<file path="config.mk">
export PLATFORM = sky130hd
export DESIGN_NAME = jt49_eg_multi
export DESIGN_NICKNAME = d
export VERILOG_FILES = /design/src/rtl/jt49_eg_pkg.sv /design/src/rtl/jt49_eg_ch.sv /design/src/rtl/jt49_eg_multi.sv
export SDC_FILE = /design/constraint.sdc
export NUM_CORES = 1
export LEC_CHECK = 0
export BUFFER_PORTS_ARGS = -buffer_cell sky130_fd_sc_hd__buf_2
export CORE_MARGIN = 5
export CORE_UTILIZATION = 59
export CTS_BUF_LIST = sky130_fd_sc_hd__clkbuf_8
export CTS_CLUSTER_DIAMETER = 60
export DETAILED_ROUTE_END_ITERATION = 10
export PLACE_DENSITY_LB_ADDON = 0.2
export SYNTH_ARGS = -nofsm -noshare
export SYNTH_HDL_FRONTEND = slang
export SYNTH_HIERARCHICAL = 1
export SYNTH_SLANG_ARGS = --single-unit
</file>
<file path="constraint.sdc">
create_clock -name clk -period 6.41 [get_ports clk]
set_input_delay 1.282 -clock clk [delete_from_list [all_inputs] [get_ports clk]]
set_output_delay 1.282 -clock clk [all_outputs]
set_load 0.02 [all_outputs]
</file>
<file path="src/rtl/jt49_eg_pkg.sv">
// Shared definitions for the multi-channel envelope generator: shape-control
// bit positions and the hold/invert decode used at the end of each ramp.
package jt49_eg_pkg;

    localparam int CONT_B = 3;
    localparam int ATT_B  = 2;
    localparam int ALT_B  = 1;
    localparam int HOLD_B = 0;

    // Shape stops at the end of the current ramp
    function automatic logic will_hold(input logic [3:0] ctrl);
        return !ctrl[CONT_B] || ctrl[HOLD_B];
    endfunction

    // Shape flips direction at the end of the current ramp
    function automatic logic will_invert(input logic [3:0] ctrl);
        return (!ctrl[CONT_B] && ctrl[ATT_B]) || (ctrl[CONT_B] && ctrl[ALT_B]);
    endfunction

endpackage

</file>
<file path="src/rtl/jt49_eg_ch.sv">
// One envelope channel: restart latch, period counter, gain/inv/stop state and
// the registered envelope output.
module jt49_eg_ch
    import jt49_eg_pkg::*;
#(
    parameter int unsigned PW = 16,
    parameter int unsigned GW = 5
) (
    input  logic          clk,
    input  logic          rst_n,
    input  logic          cen,
    input  logic          freeze,
    input  logic          restart,
    input  logic [PW-1:0] period,
    input  logic [3:0]    ctrl,
    output logic [GW-1:0] env,
    output logic          done
);

    logic [PW-1:0] cnt_q, cnt_d, eff;
    logic [GW-1:0] gain_q, gain_d, env_q;
    logic          inv_q, inv_d, stop_q, stop_d, latch_q, step;

    always_comb begin
        eff    = (period == '0) ? PW'(1) : period;
        cnt_d  = cnt_q;
        gain_d = gain_q;
        inv_d  = inv_q;
        stop_d = stop_q;
        step   = 1'b0;
        if (latch_q) begin
            gain_d = '1;
            inv_d  = ctrl[ATT_B];
            stop_d = 1'b0;
            cnt_d  = '0;
        end else if (!freeze) begin
            // >= rather than == so a shortened period takes effect at once
            if (cnt_q >= eff - PW'(1)) begin
                cnt_d = '0;
                step  = 1'b1;
            end else begin
                cnt_d = cnt_q + PW'(1);
            end
            if (step && !stop_q) begin
                if (gain_q != '0) begin
                    gain_d = gain_q - GW'(1);
                end else begin
                    if (will_invert(ctrl)) inv_d = !inv_q;
                    if (will_hold(ctrl)) stop_d = 1'b1;
                    else                 gain_d = '1;
                end
            end
        end
    end

    always_ff @(posedge clk) begin
        if (!rst_n) begin
            cnt_q   <= '0;
            gain_q  <= '1;
            inv_q   <= 1'b0;
            stop_q  <= 1'b0;
            latch_q <= 1'b0;
            env_q   <= '0;
        end else begin
            // Restart requests can arrive on any clk; hold them until a cen services them
            if (cen && latch_q) latch_q <= 1'b0;
            else if (restart)   latch_q <= 1'b1;
            if (cen) begin
                cnt_q  <= cnt_d;
                gain_q <= gain_d;
                inv_q  <= inv_d;
                stop_q <= stop_d;
                env_q  <= inv_q ? ~gain_q : gain_q;
            end
        end
    end

    assign env  = env_q;
    assign done = stop_q;

endmodule

</file>
<file path="src/rtl/jt49_eg_multi.sv">
// Multi-channel PSG envelope generator: slices the packed per-channel buses
// and instantiates one independent envelope channel per slice.
module jt49_eg_multi
    import jt49_eg_pkg::*;
#(
    parameter int unsigned NCH = 1,
    parameter int unsigned PW  = 16,
    parameter int unsigned GW  = 5
) (
    input  logic              clk,
    input  logic              rst_n,
    input  logic              cen,
    input  logic [NCH*PW-1:0] period,
    input  logic [NCH*4-1:0]  ctrl,
    input  logic [NCH-1:0]    restart,
    input  logic              freeze,
    output logic [NCH*GW-1:0] env,
    output logic [NCH-1:0]    done
);

    for (genvar i = 0; i < NCH; i++) begin : g_ch
        jt49_eg_ch #(
            .PW (PW),
            .GW (GW)
        ) u_ch (
            .clk     (clk),
            .rst_n   (rst_n),
            .cen     (cen),
            .freeze  (freeze),
            .restart (restart[i]),
            .period  (period[i*PW +: PW]),
            .ctrl    (ctrl[i*4 +: 4]),
            .env     (env[i*GW +: GW]),
            .done    (done[i])
        );
    end

endmodule

</file>
==> impl_metrics.yaml <==
floorplanning:
  io_pins: 31
  die_w_um: 69.2
  floorplan.initialDensity: 0.614
  fp.dieH_um: 69.2
  core.rowCount: 21
  placeableCoreArea_mm2: 0.00336
  die_area_mm2: 0.00478
worst_setup_path:
  critical_path.top_delay_family: "simple AND/OR/NAND/NOR gates"
  worst_ep_required_ps: 6580
  critPathMaxStageDelay_ps: 620
  crit_buf_inv: 2
  timing.critical_path.slowest_stage_cell: "nand3_1"
  timing.critical_path.from_type: "primary input"
  timing_worst_setup_path_type: "primary input to register"
  cp.arrival_ps: 5700
  path_common_cell: "nor2_1"
  worst-path-max-fanout: 24
  end_kind: "register"
  crit_chain: "buf_2 > or4_1 > nor4_1 > nand2_1 > nor2_1 > nor2_1 > ha_1 > nand2_1 > nor2_1 > inv_1 > or3_1 > xor2_1 > ha_1 > nand4_1 > or4_1 > o32a_2 > nand3_1 > o21ai_0 > a21o_1"
synth:
  ys.flop_type: "dfxtp_1"
  postSynthAreaPerCell_um2: 8.13
  synthTopCellsByArea: "dfxtp_1 28%, ha_1 12%, xnor2_1 5.9%"
  count_of_flip_flops_with_a_built_in_enable_after_synthesis: 0
  synth_commonest_cells: "29 x dfxtp_1, 27 x nor2_1, 21 x nand2_1, 19 x ha_1, 14 x xnor2_1"
  netlist-cell-type-count: 50
  syn-cell-area_mm2: 0.00206
  synth_seq_cells: 29
  post_synth_inst_count: 254
  synthesis.yosys.warnings: 6
  seq_area_frac_synth: 0.281
  post-synth-top-count-cell: "dfxtp_1"
  share_of_the_synthesized_area_in_the_top_cell_type: 0.281
  asyncSetResetFlopFracSynth: 0
  yosys.area.top_type: "dfxtp_1"
  synth.net_count: 298
drt:
  drtAntennaViolNets: 0
  wirelength_mm: 4.37
  drcViolationCount: 0
  drt_first_pass_iters: 5
  drt-initial-drc-count: 101
  avgRoutedWirePerCell_um: 13.3
  vias: 1873
  vias_per_cell: 5.69
timing:
  report.final.hold_viol_count: 0
  setup_violations: 0
  maxClockFrequency_mhz: 181
  final.period_utilization: 0.863
  report.final.slew_viol_count: 0
  finalSetupTns_ps: 0
  worst_slew_margin_rel: 0.466
  layout_min_cycle_time_ps: 5530
  timing_worst_slew_pin_value_ps: 798
  holdWs_ps: 487
  finClkSkew_ps: 7.58
  grt_setup_unrepaired: "false"
final_layout:
  seq_area_um2: 581
  design.final.nets: 327
  layout.filler_cells: 316
  final_design_area_no_fill_mm2: 0.00232
  combined_area_of_the_multi_input_logic_cells_mm2: 0.00139
  n_antenna_cell: 0
  synthToLayoutAreaGrowth_pct: 12.5
  layout-drive-gt1-share: 0.159
  finish.cell_count_without_fillers: 329
global_route:
  antenna_found_initial: 0
  grt_use_total: 0.186
  grt_pass1_vias: 1738
  grt_max_degree: 25
  globalRoute.totalOverflow: 0
  first_pass_grt_wire_length_mm: 7.49
place:
  place_congestion: 0.847
  placed_cell_area_mm2: 0.00222
  placedCellCount: 322
  detailed_place_hpwl_mm: 3.30
  io_buffer_count: 30
cts:
  cts-root-to-sink-buffers: 2
  post_cts_buffers: 0
  cts_tree: "done"
  clock_tree.htree_level_count: 2
  hold_buffers: 0
  cts_repair_resize_count: 0
  worst_skew_pair.late_latency_ps: 280
  clkSinkCount: 29
  clockRootBuffer: "clkbuf_8"
  tritoncts.num_buffers: 5
  cts.reportedPaths.clkPinSlew_ps: 60
power:
  ir_worst_vdd_mv: 0.153
  power_per_cell_area_mw_per_mm2: 186
  p_total_w: 0.000431
  power.leakage_nw: 1.00
status:
  result_of_the_run: "completed"
min_path:
  min_path_type: "register to register"
flow_run:
  drv_cap: 0
-- registers in the layout, summed over array words and instances (netlist names) --
| name | flops |
|---|---|
| g_ch.u_ch/cnt_q | 16 |
| g_ch.u_ch/env | 5 |
| g_ch.u_ch/gain_q | 5 |
| g_ch.u_ch/done | 1 |
| g_ch.u_ch/inv_q | 1 |
| g_ch.u_ch/latch_q | 1 |
-- cells in the final DEF, fill, tap and decap left out, drive strengths merged, types with 8 or more instances in the layout --
cell type | Yosys | final
inv | 11 | 11
buf | 5 | 30
a21oi | 11 | 11
xnor2 | 14 | 14
ha | 19 | 19
nand2 | 21 | 21
nor2 | 27 | 27
a21o | 8 | 8
nand3 | 8 | 8
o21ai | 13 | 13
dfxtp | 29 | 29
-- cell families (layout without fill, tap and decap cells) --
kind of cell    after synthesis  after routing  synth area share
buf+inv                      19             48            0.0454
flops                        29             29             0.281
simple gates                101            101             0.256
compound gates               67             67             0.221
mux                           1              1           0.00485
xor+xnor                     18             18            0.0764
fa+ha+maj                    19             19             0.115
-- report_power, final --
group          leakage [nW]  internal, W  switching, W
clock                0.0540     0.000113     0.0000677
combinational         0.712    0.0000252     0.0000347
sequential            0.236     0.000185    0.00000562
-- worst paths after layout --
kind                                      startpoint                                  end  slack, ps  cells past startpoint
setup reg to reg  g_ch[0].u_ch/cnt_q[0]$_SDFFE_PN0P_  g_ch[0].u_ch/cnt_q[15]$_SDFFE_PN0P_       3180                      8
setup / recovery                           period[8]  g_ch[0].u_ch/cnt_q[10]$_SDFFE_PN0P_        880                     19
hold reg to reg     g_ch[0].u_ch/env[1]$_SDFFE_PN0P_     g_ch[0].u_ch/env[1]$_SDFFE_PN0P_        490                      2
hold / removal      g_ch[0].u_ch/env[1]$_SDFFE_PN0P_     g_ch[0].u_ch/env[1]$_SDFFE_PN0P_        490                      2
-- metrics by stage --
stage,util,worst slack (ps)
2_1_floorplan,-,1410
3_3_place_gp,0.660,804
3_5_place_dp,0.660,662
4_1_cts,0.691,914
5_1_grt,0.691,422
6_report,0.691,876
-- worst reg2reg max path: stages (launching register included) --
cell and delay (ps):
dfxtp_1 390, inv_1 100, ha_1 290, nand2b_1 130, a2111oi_0 580, o32a_2 290
nand3_1 570, or4_1 710, o221ai_1 80
-- metal layers --
metal,global-route usage,part of all wire,routed length [um]
met5,0,0,0
met3,0.0465,0.030,133
met1,0.235,0.51,2210
met4,0.0629,0.011,49
met2,0.307,0.45,1970
-- area by class of cell --
cell class	instances	share of cell area
clock buffer	5	0.0296
clock inverter	2	0.0151
inverter	11	0.0178
multi-input combinational	206	0.598
sequential	29	0.250
tap	46	0.0248
timing repair buffer	30	0.0646
(Power assumes the default switching activity.)
